File: src/rtl/eq_gain_scheduler.sv
// Purpose : debounce 8 user buttons into per-band/volume up/down requests, grant one band
//           gain step per frame_sync (round-robin L->M->H), sequence volume steps onto LM4811.
// Latency : press commits 1+DEB_CYCLES edges after first high sample; gain visible after the
//           granting frame_sync edge; LM4811 clk low LM_DLY cycles then high LM_DLY cycles.
// Backpressure: none; a press on an already-pending bit, or an up+down pair on one requester,
//           is discarded and flagged on o_req_drop.
// Ports:
//   i_clk, i_rst_n            clock, async active-low reset
//   i_btn[7:0]                raw buttons {vol_dn, vol_up, hdn, hup, mdn, mup, ldn, lup}
//   i_frame_sync              one-cycle pulse per audio frame (gain commit point)
//   o_lgain/o_mgain/o_hgain   band gains, unsigned
//   o_lm4811_clk/o_lm4811_ud  LM4811 step clock (idles high) and direction (1 = up)
//   o_vol_busy                volume sequencer active
//   o_req_drop                one-cycle pulse when a press was discarded
`timescale 1ns/1ps
module eq_gain_scheduler #(
  parameter int            DW         = 32,
  parameter logic [DW-1:0] GAIN_INIT  = 32'h0000_4000,
  parameter logic [DW-1:0] GAIN_STEP  = 32'h0000_0800,
  parameter logic [DW-1:0] GAIN_MAX   = 32'h0000_F800,
  parameter int            DEB_CYCLES = 16,
  parameter int            LM_DLY     = 5096
) (
  input  logic          i_clk,
  input  logic          i_rst_n,
  input  logic [7:0]    i_btn,
  input  logic          i_frame_sync,
  output logic [DW-1:0] o_lgain,
  output logic [DW-1:0] o_mgain,
  output logic [DW-1:0] o_hgain,
  output logic          o_lm4811_clk,
  output logic          o_lm4811_ud,
  output logic          o_vol_busy,
  output logic          o_req_drop
);

  localparam int            CW       = $clog2(DEB_CYCLES);
  localparam int            LW       = $clog2(LM_DLY);
  localparam logic [CW-1:0] DEB_LAST = CW'(DEB_CYCLES - 1);
  localparam logic [LW-1:0] LM_LAST  = LW'(LM_DLY - 1);

  // ---------------- input stage: sync + debounce ----------------
  logic [7:0]    r_sync1, r_sync2, r_deb;
  logic [CW-1:0] r_deb_cnt [8];
  logic [7:0]    w_commit, w_press;

  always_comb begin
    for (int i = 0; i < 8; i++) begin
      w_commit[i] = (r_sync2[i] != r_deb[i]) && (r_deb_cnt[i] == DEB_LAST);
    end
  end
  // A commit toward 1 is a press; pending bits are set on the same edge as the commit.
  assign w_press = w_commit & r_sync2;

  always_ff @(posedge i_clk or negedge i_rst_n) begin
    if (!i_rst_n) begin
      r_sync1 <= '0;
      r_sync2 <= '0;
      r_deb   <= '0;
      for (int i = 0; i < 8; i++) r_deb_cnt[i] <= '0;
    end else begin
      r_sync1 <= i_btn;
      r_sync2 <= r_sync1;
      for (int i = 0; i < 8; i++) begin
        if (r_sync2[i] == r_deb[i]) begin
          r_deb_cnt[i] <= '0;
        end else if (w_commit[i]) begin
          r_deb[i]     <= r_sync2[i];
          r_deb_cnt[i] <= '0;
        end else begin
          r_deb_cnt[i] <= r_deb_cnt[i] + 1'b1;
        end
      end
    end
  end

  // ---------------- requesters: 0=L 1=M 2=H 3=VOL ----------------
  logic [3:0] r_pend_up, r_pend_dn;
  logic [3:0] w_press_up, w_press_dn, w_conflict, w_elig, w_clr;
  logic       r_req_drop;

  always_comb begin
    for (int r = 0; r < 4; r++) begin
      w_press_up[r] = w_press[2*r];
      w_press_dn[r] = w_press[2*r+1];
    end
  end
  assign w_conflict = r_pend_up & r_pend_dn;
  // Only a single-direction request is serviceable; a conflicting pair is cancelled instead.
  assign w_elig     = r_pend_up ^ r_pend_dn;

  // ---------------- gain arbiter + shared step unit ----------------
  logic [1:0]    r_rr, w_gnt_idx;
  logic          w_gnt_vld, w_gnt, w_dir_up;
  logic [2:0]    w_scan;
  logic [DW-1:0] r_lgain, r_mgain, r_hgain, w_gain_sel, w_gain_nxt;

  always_comb begin
    w_gnt_vld = 1'b0;
    w_gnt_idx = r_rr;
    w_scan    = '0;
    for (int k = 0; k < 3; k++) begin
      w_scan = {1'b0, r_rr} + 3'(k);
      if (w_scan >= 3'd3) w_scan = w_scan - 3'd3;
      if (!w_gnt_vld && w_elig[w_scan[1:0]]) begin
        w_gnt_vld = 1'b1;
        w_gnt_idx = w_scan[1:0];
      end
    end
  end
  assign w_gnt    = i_frame_sync & w_gnt_vld;
  assign w_dir_up = r_pend_up[w_gnt_idx];

  always_comb begin
    case (w_gnt_idx)
      2'd1:    w_gain_sel = r_mgain;
      2'd2:    w_gain_sel = r_hgain;
      default: w_gain_sel = r_lgain;
    endcase
    // Compare before adding/subtracting so the result can never wrap.
    if (w_dir_up)
      w_gain_nxt = (w_gain_sel >= GAIN_MAX - GAIN_STEP) ? GAIN_MAX : w_gain_sel + GAIN_STEP;
    else
      w_gain_nxt = (w_gain_sel < GAIN_STEP) ? '0 : w_gain_sel - GAIN_STEP;
  end

  // ---------------- LM4811 volume sequencer ----------------
  typedef enum logic [1:0] {ST_IDLE, ST_SETUP, ST_HIGH} vol_st_t;
  vol_st_t       r_vst, w_vst_nxt;
  logic [LW-1:0] r_lm_cnt, w_lm_cnt_nxt;
  logic          r_lm_clk, w_lm_clk_nxt, r_lm_ud, w_lm_ud_nxt, w_vol_acc;

  always_comb begin
    w_vst_nxt    = r_vst;
    w_lm_cnt_nxt = r_lm_cnt;
    w_lm_clk_nxt = r_lm_clk;
    w_lm_ud_nxt  = r_lm_ud;
    w_vol_acc    = 1'b0;
    case (r_vst)
      ST_IDLE: begin
        if (w_elig[3]) begin
          w_vol_acc    = 1'b1;
          w_lm_ud_nxt  = r_pend_up[3];
          w_lm_clk_nxt = 1'b0;
          w_lm_cnt_nxt = '0;
          w_vst_nxt    = ST_SETUP;
        end
      end
      ST_SETUP: begin
        if (r_lm_cnt == LM_LAST) begin
          w_lm_clk_nxt = 1'b1;
          w_lm_cnt_nxt = '0;
          w_vst_nxt    = ST_HIGH;
        end else begin
          w_lm_cnt_nxt = r_lm_cnt + 1'b1;
        end
      end
      ST_HIGH: begin
        if (r_lm_cnt == LM_LAST) begin
          w_lm_cnt_nxt = '0;
          w_vst_nxt    = ST_IDLE;
        end else begin
          w_lm_cnt_nxt = r_lm_cnt + 1'b1;
        end
      end
      default: w_vst_nxt = ST_IDLE;
    endcase
  end

  always_comb begin
    w_clr    = '0;
    w_clr[3] = w_vol_acc;
    if (w_gnt) w_clr[w_gnt_idx] = 1'b1;
  end

  // ---------------- state registers ----------------
  always_ff @(posedge i_clk or negedge i_rst_n) begin
    if (!i_rst_n) begin
      r_pend_up  <= '0;
      r_pend_dn  <= '0;
      r_req_drop <= 1'b0;
      r_rr       <= 2'd0;
      r_lgain    <= GAIN_INIT;
      r_mgain    <= GAIN_INIT;
      r_hgain    <= GAIN_INIT;
      r_vst      <= ST_IDLE;
      r_lm_cnt   <= '0;
      r_lm_clk   <= 1'b1;
      r_lm_ud    <= 1'b0;
    end else begin
      // A press on a bit that is set (even if being granted now) is dropped, not re-queued.
      r_pend_up  <= ~w_conflict & ((r_pend_up & ~w_clr) | (w_press_up & ~r_pend_up));
      r_pend_dn  <= ~w_conflict & ((r_pend_dn & ~w_clr) | (w_press_dn & ~r_pend_dn));
      r_req_drop <= (|(w_press_up & r_pend_up)) | (|(w_press_dn & r_pend_dn)) | (|w_conflict);
      if (w_gnt) begin
        r_rr <= (w_gnt_idx == 2'd2) ? 2'd0 : w_gnt_idx + 2'd1;
        case (w_gnt_idx)
          2'd1:    r_mgain <= w_gain_nxt;
          2'd2:    r_hgain <= w_gain_nxt;
          default: r_lgain <= w_gain_nxt;
        endcase
      end
      r_vst    <= w_vst_nxt;
      r_lm_cnt <= w_lm_cnt_nxt;
      r_lm_clk <= w_lm_clk_nxt;
      r_lm_ud  <= w_lm_ud_nxt;
    end
  end

  assign o_lgain      = r_lgain;
  assign o_mgain      = r_mgain;
  assign o_hgain      = r_hgain;
  assign o_lm4811_clk = r_lm_clk;
  assign o_lm4811_ud  = r_lm_ud;
  assign o_vol_busy   = (r_vst != ST_IDLE);
  assign o_req_drop   = r_req_drop;

endmodule

File: config.mk
export PLATFORM = sky130hd
export DESIGN_NAME = eq_gain_scheduler
export DESIGN_NICKNAME = d
export VERILOG_FILES = /design/src/rtl/eq_gain_scheduler.sv
export SDC_FILE = /design/constraint.sdc
export NUM_CORES = 1
export LEC_CHECK = 0
export ABC_AREA = 0
export CELL_PAD_IN_SITES_DETAIL_PLACEMENT = 0
export CELL_PAD_IN_SITES_GLOBAL_PLACEMENT = 1
export CORE_ASPECT_RATIO = 0.75
export CORE_MARGIN = 2
export CORE_UTILIZATION = 43
export DETAILED_ROUTE_END_ITERATION = 6
export DONT_BUFFER_PORTS = 1
export GPL_ROUTABILITY_DRIVEN = 0
export GPL_TIMING_DRIVEN = 1
export HOLD_SLACK_MARGIN = 0.12
export PLACE_DENSITY_LB_ADDON = 0.08
export REMOVE_ABC_BUFFERS = 1
export SLEW_MARGIN = 20
export SYNTH_ARGS = -nofsm -noshare
export SYNTH_HDL_FRONTEND = slang
export SYNTH_SLANG_ARGS = --single-unit
File: constraint.sdc
create_clock -name i_clk -period 8 [get_ports i_clk]
set_clock_uncertainty 0.15 [all_clocks]
set_input_delay 1.2 -clock i_clk [delete_from_list [all_inputs] [get_ports i_clk]]
set_output_delay 1.2 -clock i_clk [all_outputs]
set_load 0.03 [all_outputs]
# == Yosys cells after proc, flatten, opt, wreduce, memory -nomap -nowiden ==
# Index checks and enable logic that the tools add are counted.
# totals
register_bits,180
wordCells,208
in_bits,11
out_inout_bits,100
# op_classes
magnitude_cmp,10
bitwise_logic,30
eq_ne,32
n_reduce_logical,37
n_mux,53
addsub,17
# op_table
cell,n
32-bit 2-to-1 mux,3
4-bit 2-to-1 mux,17
32-bit case mux with 2 select lines,1
4-bit AND,9
"32-bit by 12-bit adder with 32-bit output, second input constant",1
"4-bit by 1-bit adder with 4-bit output, second input constant",8
"4-bit equality test, second input constant",8
"32-bit by 16-bit >= comparator with 1-bit output, second input constant",1
"32-bit by 12-bit less-than comparator with 1-bit output, second input constant",1
"32-bit by 12-bit subtractor with 32-bit output, second input constant",1
13-bit 2-to-1 mux,2
13-bit case mux with 2 select lines,1
2-bit AND reduction,13
2-bit 2-to-1 mux,10
4-bit inverter,4
"13-bit by 1-bit adder with 13-bit output, second input constant",1
"13-bit equality test, second input constant",1
"2-bit by 3-bit less-than comparator with 1-bit output, second input constant",4
1-bit 2-to-1 mux,12
4-bit OR,3
4-bit OR reduction,3
1-bit logical AND,11
1-bit inverter,9
8-bit AND,1
other kinds (24),54

# == Longest topological paths before layout ==
# logic_depth
depth_word,21
ltp_mapped,18
mapped_depth_nobuf,15

# == Least setup slack after synthesis ==
# OpenSTA, ideal clock, no wires.
# synth_path
path_kind,register -> register
start,register r_pend_up[3]
end,"register r_lgain[3], in the netlist o_lgain[3]"
setup_time_ns,0.138
path_slack_ns,3.635
stages_incl_launch_ff,17
t_arrival_ns,4.078
required_ns,7.712
n_path_buf,5
synth_period_minus_slack_ns,4.365
cell_sequence,dfrtp_1 ha_1 buf_2 mux4_2 or4b_4 o211a_2 nand3_1 buf_2 buf_2 o22a_1 o21ai_1 or4_1 nand4_2 nor2b_4 buf_6 buf_2 a21boi_0
# synth_between
elab_chain_cells,15
word_cells_on_any_way,33
classes_between,add/sub (2); order compare (2); eq/ne (2); mux (18); bitwise (3); reduce/logical (6)
# synth_rtl
element,line_no,source
"start, declared",78,"logic [3:0] r_pend_up, r_pend_dn;"
"start signal, assigned",192,r_pend_up <= ~w_conflict & ((r_pend_up & ~w_clr) | (w_press_up & ~r_pend_up));
4-bit bitwise XOR,90,assign w_elig = r_pend_up ^ r_pend_dn;
1-bit binary-select mux with 2-bit select,105,if (!w_gnt_vld && w_elig[w_scan[1:0]]) begin
1-bit 2-to-1 mux (implied by the code),105,
1-bit 2-to-1 mux,105,
1-bit logical NOT,105,
1-bit logical AND,105,
1-bit 2-to-1 mux,105,
1-bit logical NOT,105,
1-bit logical AND,105,
2-bit 2-to-1 mux,105,
2-bit equality test / 2-bit by 1-bit equality test with 1-bit output (equally long branches),"115, 197",
32-bit case mux with 2 select lines,115,case (w_gnt_idx)
"32-bit by 12-bit subtractor with 32-bit output, or another cell as far along",124,w_gain_nxt = (w_gain_sel < GAIN_STEP) ? '0 : w_gain_sel - GAIN_STEP;
"32-bit 2-to-1 mux, on equally long branches","124, 122",
32-bit 2-to-1 mux,121,if (w_dir_up)
"end signal, assigned",200,default: r_lgain <= w_gain_nxt;
"end, declared",96,"logic [DW-1:0] r_lgain, r_mgain, r_hgain, w_gain_sel, w_gain_nxt;"
# Several ways; a longest one is shown, not always the timed one. The select of a mux whose other input is x is not followed.
# A chain may end at the register's enable or synchronous reset.

# == Worst setup path after layout ==
# layout_path
start,register r_rr[1]
end,"register r_lgain[1], in the netlist o_lgain[1]"
# layout_between
elab_chain_cells,16
word_cells_on_any_way,43
classes_between,add/sub (7); order compare (5); eq/ne (2); mux (21); bitwise (2); reduce/logical (6)
# layout_rtl
element,line_no,source
"start, declared",93,"logic [1:0] r_rr, w_gnt_idx;"
"start signal, assigned",196,r_rr <= (w_gnt_idx == 2'd2) ? 2'd0 : w_gnt_idx + 2'd1;
branches (longest 16 deep; another with 2-bit by 1-bit adder with 3-bit output),-,
# Several ways; the timed one is not identified. The select of a mux whose other input is x is not followed.

==> metrics.txt <==
DR pass1 iterations=7; initial antenna violation count=0; first-pass GRT wire length=35.5 mm; I/O pin total=111; worst-path maximum fanout=33; Avg Inst Size Synth=10.1 um2; post-synth top area cell=dfrtp_1; Initial Util=0.436; crit path kind=reg -> reg; Die ar.=21500 um2; Die W=169 um; clock sink count=180; post_cts resized=0; Max Root-Sink Buffers=2; Setup crit end kind=flip-flop; share of the synthesized area in the top cell type=0.503; CP bufs+invs=2; crit path from=r_rr[1]; H-tree levels=4; main flop type after synthesis=dfrtp_1; sw frac=0.322; routed wire length=21.9 mm; non-filler cells, final=1116; Starting DRT DRC Count=347; maximum vdd ir drop=0.137 mV; Reg clk slew, reported paths=0.07 ns; total negative slack=0 ns; Vias=6607; Sequential Power Share=0.423; largest net degree at the start of global routing=181; CTS tree=yes; final slew viol count=0; CP peak stage delay=0.83 ns; Setup Viol. Count Final=0; HP Start=r_sync1[4]; Cell Rows=45; library cells used by synthesis=71; TritonCTS Buffers=17; Final Hold Vio Count=0; worst-path cell chain=inv_1 > ha_1 > mux4_2 > a21oi_1 > o211a_2 > nand3_2 > buf_4 > o22a_1 > a22oi_1 > and4_1 > a31oi_4 > nor2b_4 > a21boi_0; WHS Endpoint=r_sync2[4]; DRT antenna net count=0; RR Endpoint=o_lgain[1]; P_sw=735 uW; critical path launch point type=flip-flop; PortBufs=0; post-synthesis cell count=863; WL/cell=19.6 um; Min-Delay Path Class=reg -> reg; YS warnings=0; combinational power share=0.213; DRC Markers=0; CP top delay family=simple AND/OR/NAND/NOR gates; Hold Path Cell Cnt=0; layout cells sized above 1=0.0944; Tcrit/Tclk final=0.727; main area contributors after synthesis=dfrtp_1 (50%), o21ai_0 (6.3%), nand2_1 (4.6%); unrepaired setup endpoints after global routing=false; grt ovf=0; status=finished, final reports clean; Post-CTS Setup Inserts=0; insertion delay to the later sink of the worst-skew pair=0.44 ns; most instantiated library cell after synthesis=dfrtp_1; cell-internal power=1540 uW; Die Span Y=128 um; slack of the worst reg-to-reg path=2.19 ns; sequential cell area fraction in the yosys report=0.515; GRT Total Usage=0.209; Crit-path slowest cell=and4_1; Post-synth EDFFs=0; core outline area=20100 um2; Least-Margin Pin Slew=1.07 ns; PD cells=239 nW/um2; #FFs+latches synth=180; vias in the first global route=6681; R2R depth=13; Max-cap violations=0; Fmax=0.172 GHz; placed cells=1085; synth cell count leaders=dfrtp_1 (176), o21ai_0 (111), nand2_1 (108); Placed Area=8950 um2; Rel. slew slack=0.264; min cycle time layout=5.81 ns; nets=877; Area Overhead vs Synth=8.83%; Detailed Place HPWL=14.5 mm; diode count=0; Clock Root Buffer=clkbuf_16; hold_buf cts=0; clock power share=0.364; design area=9530 um2; share of flip-flops with an asynchronous set or reset=1.00; FF-to-FF Start=r_rr[1]; mapped cell area=8750 um2; DR vias/cell=5.92; CP Data Arrival Time=5.93 ns; Worst Path Required=8.12 ns; Pleak=0.00411 uW
==> registers in the layout (all words and copies together), names as in the netlist <==
name / cells
o_hgain: 32
o_lgain: 32
o_lm4811_clk: 1
o_lm4811_ud: 1
o_mgain: 32
o_req_drop: 1
r_deb: 8
r_deb_cnt: 32
r_lm_cnt: 13
r_pend_dn: 4
r_pend_up: 4
r_rr: 2
r_sync1: 8
r_sync2: 8
r_vst: 2
==> cells in the final DEF (no fill, tap or decap), types with 19 or more instances in the layout <==
master   count
o21ai_0    110
inv_1       24
dfrtp_1    176
nor2_1      53
o31ai_1     26
o22a_1      25
ha_1        20
a21oi_1     33
nand2_1    107
xnor2_1     21
nand3_1     19
==> power by group through the flow <==
stage	Clock (uW)	Combinational [uW]	Sequential [uW]
after global placement	0	472	978
after CTS	850	486	963
after floorplan	0	356	974
after detailed placement	0	481	980
after global routing	884	546	966
final	830	486	963
==> worst max-delay path by stage <==
| stage | to | slack [ns] | cells after the start |
|---|---|---|---|
| after floorplan | o_lgain[0] | 2.72 | 12 |
| after detailed placement | o_lgain[3] | 2.21 | 12 |
| final | o_lgain[1] | 2.19 | 13 |
| after global routing | o_lgain[2] | 1.70 | 12 |
| after global placement | o_lgain[8] | 2.49 | 12 |
| after CTS | o_lgain[1] | 2.16 | 12 |
==> cell families (layout without fill, tap and decap cells) <==
kind of cell,Yosys count,count (layout),synth area share
mux,31,31,0.0417
flops,180,180,0.515
xor+xnor,24,24,0.0240
fa+ha+maj,20,20,0.0286
simple gates,256,256,0.144
buf+inv,67,62,0.0340
compound gates,285,285,0.212
==> area by class of cell <==
class	count	area, um2
Clock buffer	20	457
Clock inverter	11	119
Fill cell	1816	10600
Inverter	24	90.1
Multi-Input combinational cell	616	3980
Sequential cell	180	4510
Tap cell	258	323
Timing Repair Buffer	7	52.6
==> metrics by stage <==
stage                util  power [uW]  setup slack, ns  hold slack [ns]
detailed placement  0.445        1460             2.21            0.187
finish              0.474        2280             2.19            0.205
global route        0.474        2400             1.70            0.217
CTS                 0.474        2300             2.16            0.207
floorplan               -        1330             2.72            0.181
global placement    0.445        1450             2.49            0.189
==> per-layer routing <==
layer	part of all wire	global-route usage	vias to the layer above
li1	-	-	3123
met1	0.48	0.295	3293
met2	0.44	0.312	170
met3	0.064	0.0629	21
met4	0.012	0.0563	0
met5	0	0	-
(Power assumes the default switching activity.)
